==> src/rtl/hazard_pkg.sv <==
// Shared encodings for the pipeline hazard/stall controller.
// Stall reason codes, mult/div occupancy states and the hardwired-zero register index.
package hazard_pkg;

  typedef enum logic [1:0] {
    SR_NONE    = 2'd0,
    SR_LOADUSE = 2'd1,
    SR_BRANCH  = 2'd2,
    SR_MDBUSY  = 2'd3
  } stall_reason_e;

  typedef enum logic {
    MD_IDLE = 1'b0,
    MD_BUSY = 1'b1
  } md_state_e;

  localparam logic [4:0] REG_ZERO = 5'd0;

  // A producer never aliases $0, which reads as constant zero.
  function automatic logic reg_match(
    input logic [4:0] rd,
    input logic [4:0] rs,
    input logic [4:0] rt,
    input logic       use_rs,
    input logic       use_rt
  );
    return (rd != REG_ZERO) && ((use_rs && (rs == rd)) || (use_rt && (rt == rd)));
  endfunction

endpackage

==> src/rtl/md_occupancy_fsm.sv <==
// Mult/div occupancy tracker: a start accepted on an edge holds md_busy high for exactly MD_CYCLES cycles.
// Registered output, one-edge latency from start; synchronous active-high reset abandons any operation.
module md_occupancy_fsm
  import hazard_pkg::*;
#(
  parameter int MD_CYCLES = 8,
  parameter int CNT_W     = 8
) (
  input  logic clk,
  input  logic reset,
  input  logic start,
  output logic md_busy
);

  localparam logic [CNT_W-1:0] MD_LOAD = CNT_W'(MD_CYCLES);

  md_state_e        state, state_nxt;
  logic [CNT_W-1:0] cnt, cnt_nxt;

  always_ff @(posedge clk) begin
    if (reset) begin
      state <= MD_IDLE;
      cnt   <= '0;
    end else begin
      state <= state_nxt;
      cnt   <= cnt_nxt;
    end
  end

  always_comb begin
    state_nxt = state;
    cnt_nxt   = cnt;
    unique case (state)
      MD_IDLE: begin
        if (start) begin
          state_nxt = MD_BUSY;
          cnt_nxt   = MD_LOAD;
        end
      end
      MD_BUSY: begin
        // cnt==1 marks the last occupied cycle.
        if (cnt == CNT_W'(1)) begin
          state_nxt = MD_IDLE;
          cnt_nxt   = '0;
        end else begin
          cnt_nxt = cnt - CNT_W'(1);
        end
      end
      default: begin
        state_nxt = MD_IDLE;
        cnt_nxt   = '0;
      end
    endcase
  end

  assign md_busy = (state == MD_BUSY);

endmodule

==> src/rtl/hazard_stall_ctrl.sv <==
// Pipeline stall/flush sequencer: load-use, ID-resolved branch/jr operands and mult/div occupancy.
// Combinational controls from registered MD state; optional perf counters under HAZARD_PERF_CNT_EN.
module hazard_stall_ctrl
  import hazard_pkg::*;
#(
  parameter int MD_CYCLES = 8,
  parameter int CNT_W     = 8
) (
  input  logic        clk,
  input  logic        reset,
  input  logic [4:0]  ID_rs,
  input  logic [4:0]  ID_rt,
  input  logic        ID_UseRs,
  input  logic        ID_UseRt,
  input  logic        ID_Branch,
  input  logic        ID_BranchTaken,
  input  logic        ID_Jump,
  input  logic        ID_MDStart,
  input  logic        ID_MDRead,
  input  logic [4:0]  EX_rd,
  input  logic        EX_RegWrite,
  input  logic        EX_MemRead,
  input  logic [4:0]  MEM_rd,
  input  logic        MEM_MemRead,
  output logic        PC_Write,
  output logic        IF_ID_Write,
  output logic        IF_ID_Flush,
  output logic        ID_EX_Bubble,
  output logic        MD_Busy,
`ifdef HAZARD_PERF_CNT_EN
  output logic [31:0] StallCycles,
  output logic [31:0] FlushCount,
`endif
  output logic [1:0]  StallReason
);

  logic ex_match, mem_match;
  logic lu, br, mdh;
  logic stall, redirect;
  stall_reason_e reason;

  assign ex_match  = reg_match(EX_rd,  ID_rs, ID_rt, ID_UseRs, ID_UseRt);
  assign mem_match = reg_match(MEM_rd, ID_rs, ID_rt, ID_UseRs, ID_UseRt);

  assign lu  = EX_MemRead & ex_match;
  // Branches and jr/jalr compare operands in ID, so an in-flight ALU result or a load in MEM is too late.
  assign br  = (ID_Branch | ID_Jump) & ((EX_RegWrite & ex_match) | (MEM_MemRead & mem_match));
  assign mdh = MD_Busy & (ID_MDStart | ID_MDRead);

  assign stall    = !reset & (lu | br | mdh);
  assign redirect = (ID_Branch & ID_BranchTaken) | ID_Jump;

  always_comb begin
    reason = SR_NONE;
    if (reset)    reason = SR_NONE;
    else if (mdh) reason = SR_MDBUSY;
    else if (lu)  reason = SR_LOADUSE;
    else if (br)  reason = SR_BRANCH;
  end

  assign PC_Write     = !stall;
  assign IF_ID_Write  = !stall;
  assign ID_EX_Bubble = stall;
  assign IF_ID_Flush  = !reset & !stall & redirect;
  assign StallReason  = reason;

  md_occupancy_fsm #(
    .MD_CYCLES(MD_CYCLES),
    .CNT_W    (CNT_W)
  ) u_md_fsm (
    .clk    (clk),
    .reset  (reset),
    .start  (ID_MDStart & !stall),
    .md_busy(MD_Busy)
  );

`ifdef HAZARD_PERF_CNT_EN
  always_ff @(posedge clk) begin
    if (reset) begin
      StallCycles <= '0;
      FlushCount  <= '0;
    end else begin
      StallCycles <= StallCycles + {31'd0, stall};
      FlushCount  <= FlushCount + {31'd0, IF_ID_Flush};
    end
  end
`endif

endmodule
==> config.mk <==
export PLATFORM = sky130hd
export DESIGN_NAME = hazard_stall_ctrl
export DESIGN_NICKNAME = d
export VERILOG_FILES = /design/src/rtl/hazard_pkg.sv /design/src/rtl/md_occupancy_fsm.sv /design/src/rtl/hazard_stall_ctrl.sv
export SDC_FILE = /design/constraint.sdc
export NUM_CORES = 1
export LEC_CHECK = 0
export ABC_AREA = 1
export CORE_MARGIN = 8
export CORE_UTILIZATION = 23
export CTS_CLUSTER_SIZE = 10
export DETAILED_ROUTE_END_ITERATION = 6
export MAX_ROUTING_LAYER = met4
export PLACE_DENSITY_LB_ADDON = 0.1
export SLEW_MARGIN = 20
export SYNTH_ARGS = -nofsm -noshare
export SYNTH_HDL_FRONTEND = slang
export SYNTH_SLANG_ARGS = --single-unit
==> constraint.sdc <==
create_clock -name clk -period 2.46 [get_ports clk]
set_input_delay 0.492 -clock clk [delete_from_list [all_inputs] [get_ports clk]]
set_output_delay 0.492 -clock clk [all_outputs]
set_load 0.005 [all_outputs]
After elaboration in Yosys (flattened, before gate mapping)
Cells that the tools add are included.
{ "classes": {"n_reduce_logical": 12, "n_bitwise": 17, "n_addsub": 1, "muxes": 10, "n_eq_ne": 6} }
{ "op_table": {"columns": ["cell", "n"], "rows": [
  ["equality test 5 bit", 4],
  ["two-way mux 8 bit", 2],
  ["case mux 8 bit (2 select lines)", 1],
  ["AND 1 bit", 10],
  ["nonzero test 5 bit", 2],
  ["equality test 8 x 1 -> 1 bit, second input constant", 1],
  ["two-way mux 2 bit", 4],
  ["subtractor 8 x 1 -> 8 bit, second input constant", 1],
  ["logical AND 1 bit", 6],
  ["bitwise OR 1 bit", 6],
  ["zero test 1 bit", 2],
  ["logical OR 1 bit", 2],
  ["two-way mux 1 bit", 2],
  ["inequality test 2 x 1 -> 1 bit, second input constant", 1],
  ["case mux 1 bit (2 select lines)", 1],
  ["NOT 1 bit", 1]
]} }
{ "totals": {"inputBits": 32, "regBits": 9, "elab_cells": 48, "output_inout_bits": 7} }

Longest topological paths before layout
{ "depth": {"depth_word": 14, "ltp_mapped": 15} }

Modules after synthesis
A second synthesis with hierarchy kept.
{ "hier_totals": {"hier_cells": 187, "area_unflattened_um2": 1027.2} }
{ "modules_own_cells": {"columns": ["module", "cells_per_inst", "area_each_um2", "n_inst"], "rows": [
  ["md_occupancy_fsm", 71, 523.0, 1],
  ["hazard_stall_ctrl", 116, 504.2, 1]
]} }

Least setup slack after synthesis
OpenSTA, ideal clock, no wires.
{ "synth_timing": {"path_kind": "input port to output port", "start": "in ID_rt[3]", "end": "out PC_Write", "required_ps": 1968, "path_slack_ps": 650, "arrival_ps": 1318, "n_path_buf": 1, "path_stages": 12, "path_cell_list": "inv_1 -> nand2_1 -> nand2_1 -> nor2_2 -> nand3_2 -> nand2_2 -> nand3_1 -> nand2_1 -> inv_2 -> nand2_4 -> nand2_4 -> buf_4"} }
{ "synth_between": {"elab_chain_cells": 11, "elab_cells_between_ends": 17} }
{ "synth_rtl": {"columns": ["item", "line_no", "source"], "rows": [
  ["start, declared", "hazard_stall_ctrl.sv:12", "input logic [4:0] ID_rt,"],
  ["equality test 5 bit", "hazard_pkg.sv:27", "return (rd != REG_ZERO) && ((use_rs && (rs == rd)) || (use_rt && (rt == rd)));"],
  ["logical AND 1 bit", "hazard_pkg.sv:27", null],
  ["logical OR 1 bit", "hazard_pkg.sv:27", null],
  ["logical AND 1 bit", "hazard_pkg.sv:27", null],
  ["AND 1 bit", "hazard_stall_ctrl.sv:47", "assign br = (ID_Branch | ID_Jump) & ((EX_RegWrite & ex_match) | (MEM_MemRead & mem_match));"],
  ["bitwise OR 1 bit", "hazard_stall_ctrl.sv:47", null],
  ["AND 1 bit", "hazard_stall_ctrl.sv:47", null],
  ["bitwise OR 1 bit (*) (2 in a row)", "hazard_stall_ctrl.sv:50", "assign stall = !reset & (lu | br | mdh);"],
  ["AND 1 bit (*)", "hazard_stall_ctrl.sv:50", null],
  ["zero test 1 bit (*)", null, null],
  ["end, declared", "hazard_stall_ctrl.sv:25", "output logic PC_Write,"]
]} }
Mark *: on every way between the ends. The rest lies on a longest branch, timed or not.

Final worst setup path
{ "layout_timing": {"start": "in ID_UseRt", "end": "out ID_EX_Bubble"} }
{ "layout_between": {"elab_chain_cells": 9, "elab_cells_between_ends": 14} }
{ "layout_rtl": {"columns": ["item", "line_no", "source"], "rows": [
  ["start, declared", "hazard_stall_ctrl.sv:14", "input logic ID_UseRt,"],
  ["logical AND 1 bit", "hazard_pkg.sv:27", null],
  ["logical OR 1 bit", "hazard_pkg.sv:27", null],
  ["logical AND 1 bit", "hazard_pkg.sv:27", null],
  ["AND 1 bit", "hazard_stall_ctrl.sv:47", null],
  ["bitwise OR 1 bit", "hazard_stall_ctrl.sv:47", null],
  ["AND 1 bit", "hazard_stall_ctrl.sv:47", null],
  ["bitwise OR 1 bit (*) (2 in a row)", "hazard_stall_ctrl.sv:50", null],
  ["AND 1 bit (*)", "hazard_stall_ctrl.sv:50", null],
  ["end, declared", "hazard_stall_ctrl.sv:28", "output logic ID_EX_Bubble,"]
]} }
Marked as above.

==> flow_metrics.tcl <==
set metrics [dict create \
    status "finished clean" \
    whs_ns 0.488 \
    reg2reg_from "u_md_fsm.md_busy" \
    antenna_left 0 \
    yosys-top-cells-area "dfxtp_1 18%, nand2_1 17%, inv_1 8.7%, nand3_1 7.5%, nor2_1 6.4%" \
    ir_worst_vdd_v 0.000350 \
    cts.clk_slew.worst_paths_ns 0.05 \
    via_count 1167 \
    synth_area_leader_cell "dfxtp_1" \
    cts.htree.levels 1 \
    end_kind "output pin" \
    syn2layout_area_growth_pct 53.1 \
    setup_ws_ns 0.113 \
    critPathKind "input port to output pin" \
    slowest_stage "clkdlybuf4s50_1" \
    cp_top_family "buffers and inverters" \
    period_needed_ns 2.35 \
    die_area_um2 6700 \
    grt_util_met1_pct 10.4 \
    dp_hpwl_mm 2.62 \
    core_area_um2 4260 \
    grt_first_pass_wirelength_mm 5.18 \
    syn_area_um2 997 \
    cts_hold_buffers 0 \
    ys_ff_latch 9 \
    critPathLaunch "ID_UseRt" \
    die_h_um 81.8 \
    cts_made_buffers 3 \
    fp-row-count 24 \
    cp_num_buf_inv 3 \
    grt_max_degree 11 \
    drc 0 \
    crit_top_cell "nand2_2" \
    synth_nets 210 \
    holdPathStages 2 \
    report.final.slew_viol_count 0 \
    setup_viol 0 \
    drtIter0Drc 23 \
    cts_root_buffer "clkbuf_8" \
    syn_area_per_cell_um2 5.67 \
    place_ws_ns -0.443 \
    drive_above_1_share_pct 22.0 \
    finClkSkew_ns 0.00714 \
    critical_path.max_fanout 4 \
    ys_seq_area_share_pct 18.1 \
    leakage_nw 0.779 \
    ios 39 \
    hold_class "flop to flop" \
    rr_worst_depth 10 \
    synth_warnings 0 \
    clock_latency_ns 0.25 \
    period_share_pct 95.4 \
    cts.sinks 9 \
    via_per_inst 4.24 \
    arrival_ns 1.85 \
    min_from "u_md_fsm.cnt[1]" \
    syn_inst 176 \
    rsz0062_at_grt "true" \
    synth_cell_types 22 \
    place_congestion 0.800 \
    grt_pass1_vias 1221 \
    use_met3_pct 1.42 \
    worst_ep_required_time_ns 1.97 \
    grtUsageTotal_pct 9.99 \
    cap_violations 0 \
    num-fill-cells 495 \
    top_usage_layer "met2" \
    cts_tree "done" \
    use_met2_pct 18.7 \
    max_slew.worst_pin.slew_ns 0.374 \
    wl_per_cell_um 11.3 \
    num-nets-final 258 \
    firstDrtPassIters 4 \
    cp.depth 12 \
    synth_top_area_share_pct 18.1 \
    slew-limit-headroom_pct 74.8 \
    grt_overflow 0 \
    powerDensity_nw_per_um2 407 \
    worstSetupStartpointType "input port" \
    diodes 0 \
    max_stage_delay_ns 0.47 \
    clockBufferDepth 2 \
    total_power_mw 0.622 \
    initial_core_util_pct 23.4 \
    antenna_found_initial 0 \
    hold_viol 0 \
    die_x_um 81.8 \
    port_buffers 38 \
    wirelength_mm 3.11 \
    crit_chain "clkdlybuf4s50_1 -> nand2_1 -> nor2_2 -> nand3_2 -> nand2_2 -> nand3_2 -> nand2_2 -> nand2_2 -> nand2_4 -> nand2_4 -> inv_1 -> clkdlybuf4s15_2" \
    fmax_ghz 0.426 \
]
## stage by stage
step	std cells	TNS (ns)	instance area, µm²	utilization [%]
after global routing	275	0	1530	35.8
after global placement	271	-2.35	1480	34.7
after CTS	275	0	1510	35.4
final	275	0	1530	35.8
after floorplan	176	0	997	-
after detailed placement	271	-2.30	1480	34.7
## what timing repair did
action                                  CTS  global route
endpoints found under the setup margin    6             6
pin swaps                                 5             4
setup buffers                             0             0
gates resized for setup                  38             8
## cell type report
class                   count  area (µm²)  share of cell area (%)
multi-input cells         136         714                    46.8
flip-flops and latches      9         180                    11.8
clock inverters             1        5.00                   0.328
inverters                  29         109                    7.13
repair buffers             45         412                    27.0
clock buffers               3        41.3                    2.70
well taps                  52        65.1                    4.26
## layout by cell type, fill, tap and decap left out, types with 2 or more instances in the layout
master and n:
or2_2 2, buf_4 7, nor2_2 4, o21ai_1 4, nand3_2 4, xor2_1 4, clkdlybuf4s15_1 3, clkdlybuf4s15_2 2
dlymetal6s2s_1 2, nand2_1 45, dlygate4sd2_1 19, nand3_1 13, dfxtp_1 9, ha_1 2, o21ai_0 10, clkdlybuf4s50_1 11
nand2_4 3, inv_2 8, a21oi_1 9, nor3_1 3, clkbuf_8 3, nor2_1 17, nand2_2 10, inv_1 20
a21oi_2 3
## layer usage
metal,wire length [µm],up-vias,part of all wire (%)
met2,1630,19,52
met5,0,-,0
met4,35,0,1.1
met1,1340,503,43
met3,111,5,3.6
li1,-,640,-
## report_power, final
group | leakage [nW] | internal (mW) | switching, mW | total, mW
sequential | 0.0740 | 0.163 | 0.0171 | 0.180
clock | 0.0255 | 0.111 | 0.0689 | 0.180
combinational | 0.679 | 0.120 | 0.141 | 0.262
## kinds of logic (layout without fill, tap and decap cells)
| group | count (synthesis) | count (layout) | share of synthesized area (%) |
|---|---|---|---|
| AOI/OAI and AO/OA | 26 | 26 | 13.8 |
| xor gates and xnor gates | 5 | 5 | 4.39 |
| adders and majority gates | 2 | 2 | 2.51 |
| buffers and inverters | 31 | 78 | 12.4 |
| DFF | 9 | 9 | 18.1 |
| and+or+nand+nor | 103 | 103 | 48.8 |
## flip-flops by register name, summed over array words and instances, names as in the netlist
signal and cells:
u_md_fsm.md_busy 1, u_md_fsm.cnt 8
## worst paths after layout
kind / end / slack, ns
max: ID_EX_Bubble / 0.11
max reg2reg: u_md_fsm.cnt[3] / 1.08
min reg2reg: u_md_fsm.cnt[1] / 0.49
min: u_md_fsm.cnt[1] / 0.49
## cell usage after synthesis, drive strengths merged
cell,number
a21oi,12
buf,2
clkinv,1
dfxtp,9
ha,2
inv,28
nand2,58
nand3,17
nand4,1
nor2,22
nor3,3
o21ai,14
or2,2
xnor2,1
xor2,4
## worst min-delay path, cell delays in order (launching register included)
cell	delay, ns
dfxtp_1	0.31
nand3_1	0.08
a21oi_1	0.05
(Power assumes the default switching activity.)
